[config.mk]
export PLATFORM = sky130hd
export DESIGN_NAME = dmem_access_arbiter_flat
export DESIGN_NICKNAME = d
export VERILOG_FILES = /design/src/rtl/dmem_arb_pkg.sv /design/src/rtl/dmem_access_arbiter_if.sv /design/src/rtl/dmem_wait_timer.sv /design/src/rtl/dmem_access_arbiter.sv /design/src/flat_wrapper.sv
export SDC_FILE = /design/constraint.sdc
export NUM_CORES = 1
export LEC_CHECK = 0
export ABC_AREA = 0
export BUFFER_PORTS_ARGS = -buffer_cell sky130_fd_sc_hd__buf_2
export CORE_MARGIN = 8
export CORE_UTILIZATION = 40
export DETAILED_ROUTE_END_ITERATION = 8
export GPL_ROUTABILITY_DRIVEN = 0
export PLACE_DENSITY = 0.76
export SKIP_LAST_GASP = 1
export SYNTH_ARGS = -nofsm -noshare
export SYNTH_HDL_FRONTEND = slang
export SYNTH_SLANG_ARGS = --single-unit
[constraint.sdc]
create_clock -name clk -period 1.6 [get_ports clk]
set_input_delay 0.16 -clock clk [delete_from_list [all_inputs] [get_ports clk]]
set_output_delay 0.16 -clock clk [all_outputs]
set_load 0.02 [all_outputs]
[src/rtl/dmem_arb_pkg.sv]
// Shared types for the data-memory arbiter: FSM state, access owner and the latched request.
package dmem_arb_pkg;

  localparam int unsigned REQ_ADDR_W = 32;
  localparam int unsigned REQ_DATA_W = 32;

  typedef enum logic [1:0] {IDLE, BUSY, RESP} arb_state_t;

  typedef enum logic {OWN_CPU, OWN_DMA} arb_owner_t;

  typedef struct packed {
    logic                  we;
    logic [REQ_ADDR_W-1:0] addr;
    logic [REQ_DATA_W-1:0] wdata;
  } arb_req_t;

endpackage

[src/rtl/dmem_access_arbiter_if.sv]
// CPU, DMA and memory-side signals of the data-memory arbiter.
interface dmem_access_arbiter_if #(
  parameter int unsigned ADDR_W = 32,
  parameter int unsigned DATA_W = 32
);

  logic              cpu_req;
  logic              cpu_we;
  logic [ADDR_W-1:0] cpu_addr;
  logic [DATA_W-1:0] cpu_wdata;
  logic              stall_cpu;
  logic [DATA_W-1:0] cpu_rdata;

  logic              dma_valid;
  logic              dma_we;
  logic [ADDR_W-1:0] dma_addr;
  logic [DATA_W-1:0] dma_wdata;
  logic              dma_ready;
  logic              dma_rvalid;
  logic [DATA_W-1:0] dma_rdata;

  logic              mem_en;
  logic              mem_we;
  logic [ADDR_W-1:0] mem_addr;
  logic [DATA_W-1:0] mem_wdata;
  logic [DATA_W-1:0] mem_rdata;

  // Arbiter side.
  modport slave (
    input  cpu_req, cpu_we, cpu_addr, cpu_wdata,
    output stall_cpu, cpu_rdata,
    input  dma_valid, dma_we, dma_addr, dma_wdata,
    output dma_ready, dma_rvalid, dma_rdata,
    output mem_en, mem_we, mem_addr, mem_wdata,
    input  mem_rdata
  );

  // Requester/memory environment side.
  modport master (
    output cpu_req, cpu_we, cpu_addr, cpu_wdata,
    input  stall_cpu, cpu_rdata,
    output dma_valid, dma_we, dma_addr, dma_wdata,
    input  dma_ready, dma_rvalid, dma_rdata,
    input  mem_en, mem_we, mem_addr, mem_wdata,
    output mem_rdata
  );

endinterface

[src/rtl/dmem_wait_timer.sv]
// Counts the BUSY phase of one memory access: 0..WAIT_STATES after start, done on the last count.
module dmem_wait_timer #(
  parameter int unsigned WAIT_STATES = 2
) (
  input  logic clk,
  input  logic rst,
  input  logic start,
  output logic done
);

  localparam int unsigned CntW = (WAIT_STATES > 0) ? $clog2(WAIT_STATES + 1) : 1;

  logic [CntW-1:0] wait_cnt_q;
  logic            active_q;
  logic            last;

  assign last = (wait_cnt_q == CntW'(WAIT_STATES));
  assign done = active_q && last;

  always_ff @(posedge clk or negedge rst) begin
    if (!rst) begin
      active_q   <= 1'b0;
      wait_cnt_q <= '0;
    end else if (start) begin
      active_q   <= 1'b1;
      wait_cnt_q <= '0;
    end else if (active_q) begin
      if (last) begin
        active_q   <= 1'b0;
        wait_cnt_q <= '0;
      end else begin
        wait_cnt_q <= wait_cnt_q + CntW'(1);
      end
    end
  end

endmodule

[src/rtl/dmem_access_arbiter.sv]
// Shares the single-port data memory between the MEM stage and a DMA port, one access at a time,
// stalling the CPU until its access completes and starving-protecting the DMA requester.
module dmem_access_arbiter
  import dmem_arb_pkg::*;
#(
  parameter int unsigned ADDR_W      = REQ_ADDR_W,
  parameter int unsigned DATA_W      = REQ_DATA_W,
  parameter int unsigned WAIT_STATES = 2,
  parameter int unsigned STARVE_MAX  = 4
) (
  input logic                  clk,
  input logic                  rst,
  dmem_access_arbiter_if.slave bus
);

  localparam int unsigned StarveW = $clog2(STARVE_MAX + 1);

  // The latched request struct is sized by the package; reject mismatched builds.
  if (ADDR_W != REQ_ADDR_W || DATA_W != REQ_DATA_W || STARVE_MAX < 1) begin : g_param_check
    $error("dmem_access_arbiter: unsupported parameter combination");
  end

  arb_state_t          state_q;
  arb_owner_t          owner_q;
  arb_req_t            req_q;
  logic [DATA_W-1:0]   rdata_q;
  logic [StarveW-1:0]  starve_cnt_q;

  logic grant_cpu;
  logic grant_dma;
  logic dma_forced;
  logic timer_done;

  assign dma_forced = bus.dma_valid && (starve_cnt_q == StarveW'(STARVE_MAX));
  assign grant_cpu  = (state_q == IDLE) && bus.cpu_req && !dma_forced;
  assign grant_dma  = (state_q == IDLE) && bus.dma_valid && !grant_cpu;

  dmem_wait_timer #(
    .WAIT_STATES(WAIT_STATES)
  ) u_wait_timer (
    .clk  (clk),
    .rst  (rst),
    .start(grant_cpu || grant_dma),
    .done (timer_done)
  );

  always_ff @(posedge clk or negedge rst) begin
    if (!rst) begin
      state_q      <= IDLE;
      owner_q      <= OWN_CPU;
      req_q        <= '0;
      rdata_q      <= '0;
      starve_cnt_q <= '0;
    end else begin
      unique case (state_q)
        IDLE: begin
          if (grant_dma) begin
            owner_q      <= OWN_DMA;
            req_q        <= '{we: bus.dma_we, addr: bus.dma_addr, wdata: bus.dma_wdata};
            starve_cnt_q <= '0;
            state_q      <= BUSY;
          end else if (grant_cpu) begin
            owner_q <= OWN_CPU;
            req_q   <= '{we: bus.cpu_we, addr: bus.cpu_addr, wdata: bus.cpu_wdata};
            if (bus.dma_valid && starve_cnt_q != StarveW'(STARVE_MAX)) begin
              starve_cnt_q <= starve_cnt_q + StarveW'(1);
            end
            state_q <= BUSY;
          end
        end
        BUSY: begin
          if (timer_done) begin
            rdata_q <= bus.mem_rdata;
            state_q <= RESP;
          end
        end
        RESP:    state_q <= IDLE;
        default: state_q <= IDLE;
      endcase
    end
  end

  assign bus.mem_en     = (state_q == BUSY);
  // Write strobe only on the final BUSY cycle so a reset mid-access never commits the write.
  assign bus.mem_we     = (state_q == BUSY) && timer_done && req_q.we;
  assign bus.mem_addr   = req_q.addr;
  assign bus.mem_wdata  = req_q.wdata;

  assign bus.stall_cpu  = bus.cpu_req && !((state_q == RESP) && (owner_q == OWN_CPU));
  assign bus.cpu_rdata  = rdata_q;

  assign bus.dma_ready  = rst && grant_dma;
  assign bus.dma_rvalid = (state_q == RESP) && (owner_q == OWN_DMA);
  assign bus.dma_rdata  = rdata_q;

endmodule
[src/flat_wrapper.sv]
// flat-port wrapper written by rule: the top's interface ports become plain ports
module dmem_access_arbiter_flat import dmem_arb_pkg::*;
#(
  parameter int unsigned ADDR_W      = REQ_ADDR_W,
  parameter int unsigned DATA_W      = REQ_DATA_W,
  parameter int unsigned WAIT_STATES = 2,
  parameter int unsigned STARVE_MAX  = 4
)
  (clk, rst, bus_cpu_req, bus_cpu_we, bus_cpu_addr, bus_cpu_wdata, bus_stall_cpu, bus_cpu_rdata, bus_dma_valid, bus_dma_we, bus_dma_addr, bus_dma_wdata, bus_dma_ready, bus_dma_rvalid, bus_dma_rdata, bus_mem_en, bus_mem_we, bus_mem_addr, bus_mem_wdata, bus_mem_rdata);
  dmem_access_arbiter_if #(.ADDR_W(ADDR_W), .DATA_W(DATA_W)) bus_i ();
  input logic clk;
  input logic rst;
  input wire logic [$bits(bus_i.cpu_req)-1:0] bus_cpu_req;
  input wire logic [$bits(bus_i.cpu_we)-1:0] bus_cpu_we;
  input wire logic [$bits(bus_i.cpu_addr)-1:0] bus_cpu_addr;
  input wire logic [$bits(bus_i.cpu_wdata)-1:0] bus_cpu_wdata;
  output wire logic [$bits(bus_i.stall_cpu)-1:0] bus_stall_cpu;
  output wire logic [$bits(bus_i.cpu_rdata)-1:0] bus_cpu_rdata;
  input wire logic [$bits(bus_i.dma_valid)-1:0] bus_dma_valid;
  input wire logic [$bits(bus_i.dma_we)-1:0] bus_dma_we;
  input wire logic [$bits(bus_i.dma_addr)-1:0] bus_dma_addr;
  input wire logic [$bits(bus_i.dma_wdata)-1:0] bus_dma_wdata;
  output wire logic [$bits(bus_i.dma_ready)-1:0] bus_dma_ready;
  output wire logic [$bits(bus_i.dma_rvalid)-1:0] bus_dma_rvalid;
  output wire logic [$bits(bus_i.dma_rdata)-1:0] bus_dma_rdata;
  output wire logic [$bits(bus_i.mem_en)-1:0] bus_mem_en;
  output wire logic [$bits(bus_i.mem_we)-1:0] bus_mem_we;
  output wire logic [$bits(bus_i.mem_addr)-1:0] bus_mem_addr;
  output wire logic [$bits(bus_i.mem_wdata)-1:0] bus_mem_wdata;
  input wire logic [$bits(bus_i.mem_rdata)-1:0] bus_mem_rdata;
  assign bus_i.cpu_req = bus_cpu_req;
  assign bus_i.cpu_we = bus_cpu_we;
  assign bus_i.cpu_addr = bus_cpu_addr;
  assign bus_i.cpu_wdata = bus_cpu_wdata;
  assign bus_stall_cpu = bus_i.stall_cpu;
  assign bus_cpu_rdata = bus_i.cpu_rdata;
  assign bus_i.dma_valid = bus_dma_valid;
  assign bus_i.dma_we = bus_dma_we;
  assign bus_i.dma_addr = bus_dma_addr;
  assign bus_i.dma_wdata = bus_dma_wdata;
  assign bus_dma_ready = bus_i.dma_ready;
  assign bus_dma_rvalid = bus_i.dma_rvalid;
  assign bus_dma_rdata = bus_i.dma_rdata;
  assign bus_mem_en = bus_i.mem_en;
  assign bus_mem_we = bus_i.mem_we;
  assign bus_mem_addr = bus_i.mem_addr;
  assign bus_mem_wdata = bus_i.mem_wdata;
  assign bus_i.mem_rdata = bus_mem_rdata;
  dmem_access_arbiter #(.ADDR_W(ADDR_W), .DATA_W(DATA_W), .WAIT_STATES(WAIT_STATES), .STARVE_MAX(STARVE_MAX)) u_core (.clk(clk), .rst(rst), .bus(bus_i));
endmodule
==> reports/metrics.yaml <==
violations: "setup timing"
grt_max_degree: 107
dpl_cell_area_sq_mm: 0.00640
final-seq-area_sq_mm: 0.00265
synth_cells: 436
finalClockSkew_ns: 0.00829
avgSynthCellArea_sq_um: 12.2
cts_buffer_depth: 2
rsz0062_at_grt: "yes"
drt-pass1-iter-count: 4
holdCritPathClass: "primary input to flip-flop"
cts.htree.levels: 3
grt_pass1_wl_mm: 27.1
fmax_ghz: 0.585
status: "finished with violations"
finalSetupViolations: 97
wl_per_cell_microns: 22.6
synth_ff_type: "dfrtp_1"
cts.sinks: 106
slew_headroom: 0.596
critPathLaunchType: "flip-flop"
fin_ws_ns: -0.108
drv_cap: 0
drive_gt1_frac: 0.683
num_antenna_cells: 0
synth.area.top_cells: "dfrtp_1, buf_4, a221o_1"
via_count: 4464
synthTopCellsByCount: "dfrtp_1, buf_4, nor3b_1"
core_region_area_sq_mm: 0.0131
synth_nets: 604
grt_pass1_vias: 4914
vdd_ir_drop_max_v: 0.000859
arrival_ns: 1.98
worst_pin_slew_ns: 0.606
yosysSeqAreaShare: 0.498
track_usage: 0.195
synth_edf_count: 0
syn_to_final_growth_pct: 46.2
path_max_fanout: 5
design_area_sq_mm: 0.00778
final_core_util: 0.592
yosys_register_bits: 106
worst_hold_slack_ns: 0.0388
synth.distinct_cells: 32
yosysTopAreaCell: "dfrtp_1"
post-route-period-util: 1.07
power_density_mw_per_mm2: 2030
wl_met1_mm: 7.17
drt-initial-drc-count: 237
place_inst: 801
worstSetupPathType: "flip-flop to flip-flop"
clkLatencyLatePin_ns: 0.35
grt_antenna_before_repair: 0
met2_length_mm: 10.3
grt_overflow_total: 0
synth_most_common_cell: "dfrtp_1"
mappedNetlistArea_sq_mm: 0.00532
leakage_nw: 3.77
drc: 0
async_flop_share: 1.00
required_ns: 1.88
vias_per_cell: 5.24
nets: 839
fin_cells: 852
finalCriticalPeriod_ns: 1.71
io_buffers: 298
die_y_microns: 131
dp_hpwl_mm: 12.3
antenna_left: 0
timing.critical_path.to_type: "flip-flop"
placementRows: 42
dp_worst_setup_slack_ns: -0.0732
cts_root_buf: "clkbuf_16"
pin_count: 299
die_w_microns: 131
top_layer: "met4"
fin_total_pwr_mw: 15.8
slew_viol_final: 0
drt-total-wl_mm: 19.3
dieArea_sq_mm: 0.0173
dr_wl_met3_mm: 1.44
totalNegativeSetupSlack_ns: -6.61
path_clk_slew_ns: 0.08
synth.top_cell.area_share: 0.498
yosysWarnings: 0
cts_tree: "built"
cts_buffers: 9
hold_viol: 0
start_util: 0.405
multiInputGateArea_sq_mm: 0.00218
fillers: 1080
worst paths after layout:
kind	start	endpoint	slack [ns]	cells after the start
min in group asynchronous	rst	u_core.bus.mem_wdata[27]	0.49	3
max in group asynchronous	rst	u_core.bus.cpu_rdata[15]	0.62	3
setup / recovery	u_core.state_q[0]	u_core.bus.mem_wdata[31]	-0.11	5
hold / removal	bus_cpu_addr[21]	u_core.bus.mem_addr[21]	0.04	2
hold reg to reg	u_core.bus.mem_addr[31]	u_core.bus.mem_addr[31]	0.51	1
setup reg to reg	u_core.state_q[0]	u_core.bus.mem_wdata[31]	-0.11	5
placed cells by master (no fill, tap or decap), types with 6 or more instances in the layout:
cell | netlist | final
a221o_1 | 65 | 65
buf_12 | 0 | 11
buf_2 | 12 | 295
buf_4 | 96 | 17
buf_6 | 7 | 9
buf_8 | 0 | 6
clkbuf_16 | 0 | 18
dfrtp_1 | 106 | 106
mux2_2 | 32 | 16
mux2_4 | 0 | 16
nor3b_1 | 67 | 18
nor3b_2 | 1 | 38
nor3b_4 | 0 | 12
flip-flops by register name (all words and copies together), names as in the netlist:
register	flops
u_core.bus.cpu_rdata	32
u_core.bus.mem_addr	32
u_core.bus.mem_wdata	32
u_core.owner_q	1
u_core.req_q	1
u_core.starve_cnt_q	3
u_core.state_q	2
u_core.u_wait_timer.active_q	1
u_core.u_wait_timer.wait_cnt_q	2
logic make-up after synthesis:
logic type | share of synthesized area
flip-flops | 0.498
buffers and inverters | 0.174
AO/OA/AOI/OAI | 0.139
multiplexers | 0.0677
AND/OR/NAND/NOR | 0.116
adder cells (fa/ha/maj) | 0.00470
what timing repair did:
| item | CTS | global route |
|---|---|---|
| buffers inserted | 9 | 7 |
| pin swaps | 7 | 8 |
| endpoints found under the setup margin | 99 | 101 |
| hold endpoints to repair | 106 | 0 |
| hold buffers | 1 | 0 |
| cloned | 4 | 15 |
| resized for setup | 38 | 76 |
report_power, final:
group / leakage [nW] / switching, mW / internal, mW
registers: 1.29 / 0.835 / 3.98
logic: 2.32 / 4.72 / 3.70
clock network: 0.166 / 0.991 / 1.53
routing by layer:
layer / global-route usage / vias to the layer above
met5: 0 / -
met4: 0.0593 / 0
met3: 0.0595 / 29
met2: 0.351 / 245
met1: 0.216 / 2201
li1: - / 1989
worst max-delay path, stage by stage (launching register included):
cell and delay [ns]:
dfrtp_1 0.41, or3b_4 0.44, a31oi_4 0.32, buf_6 0.18
clkbuf_16 0.15, a221o_1 0.15
layout make-up:
cell class,instances,share of cell area
Sequential cell,106,0.341
Tap cell,176,0.0283
Timing Repair Buffer,352,0.304
Clock inverter,7,0.0150
Inverter,5,0.00241
Multi-Input combinational cell,197,0.281
Clock buffer,9,0.0290
Power figures use the tool's default switching activity.
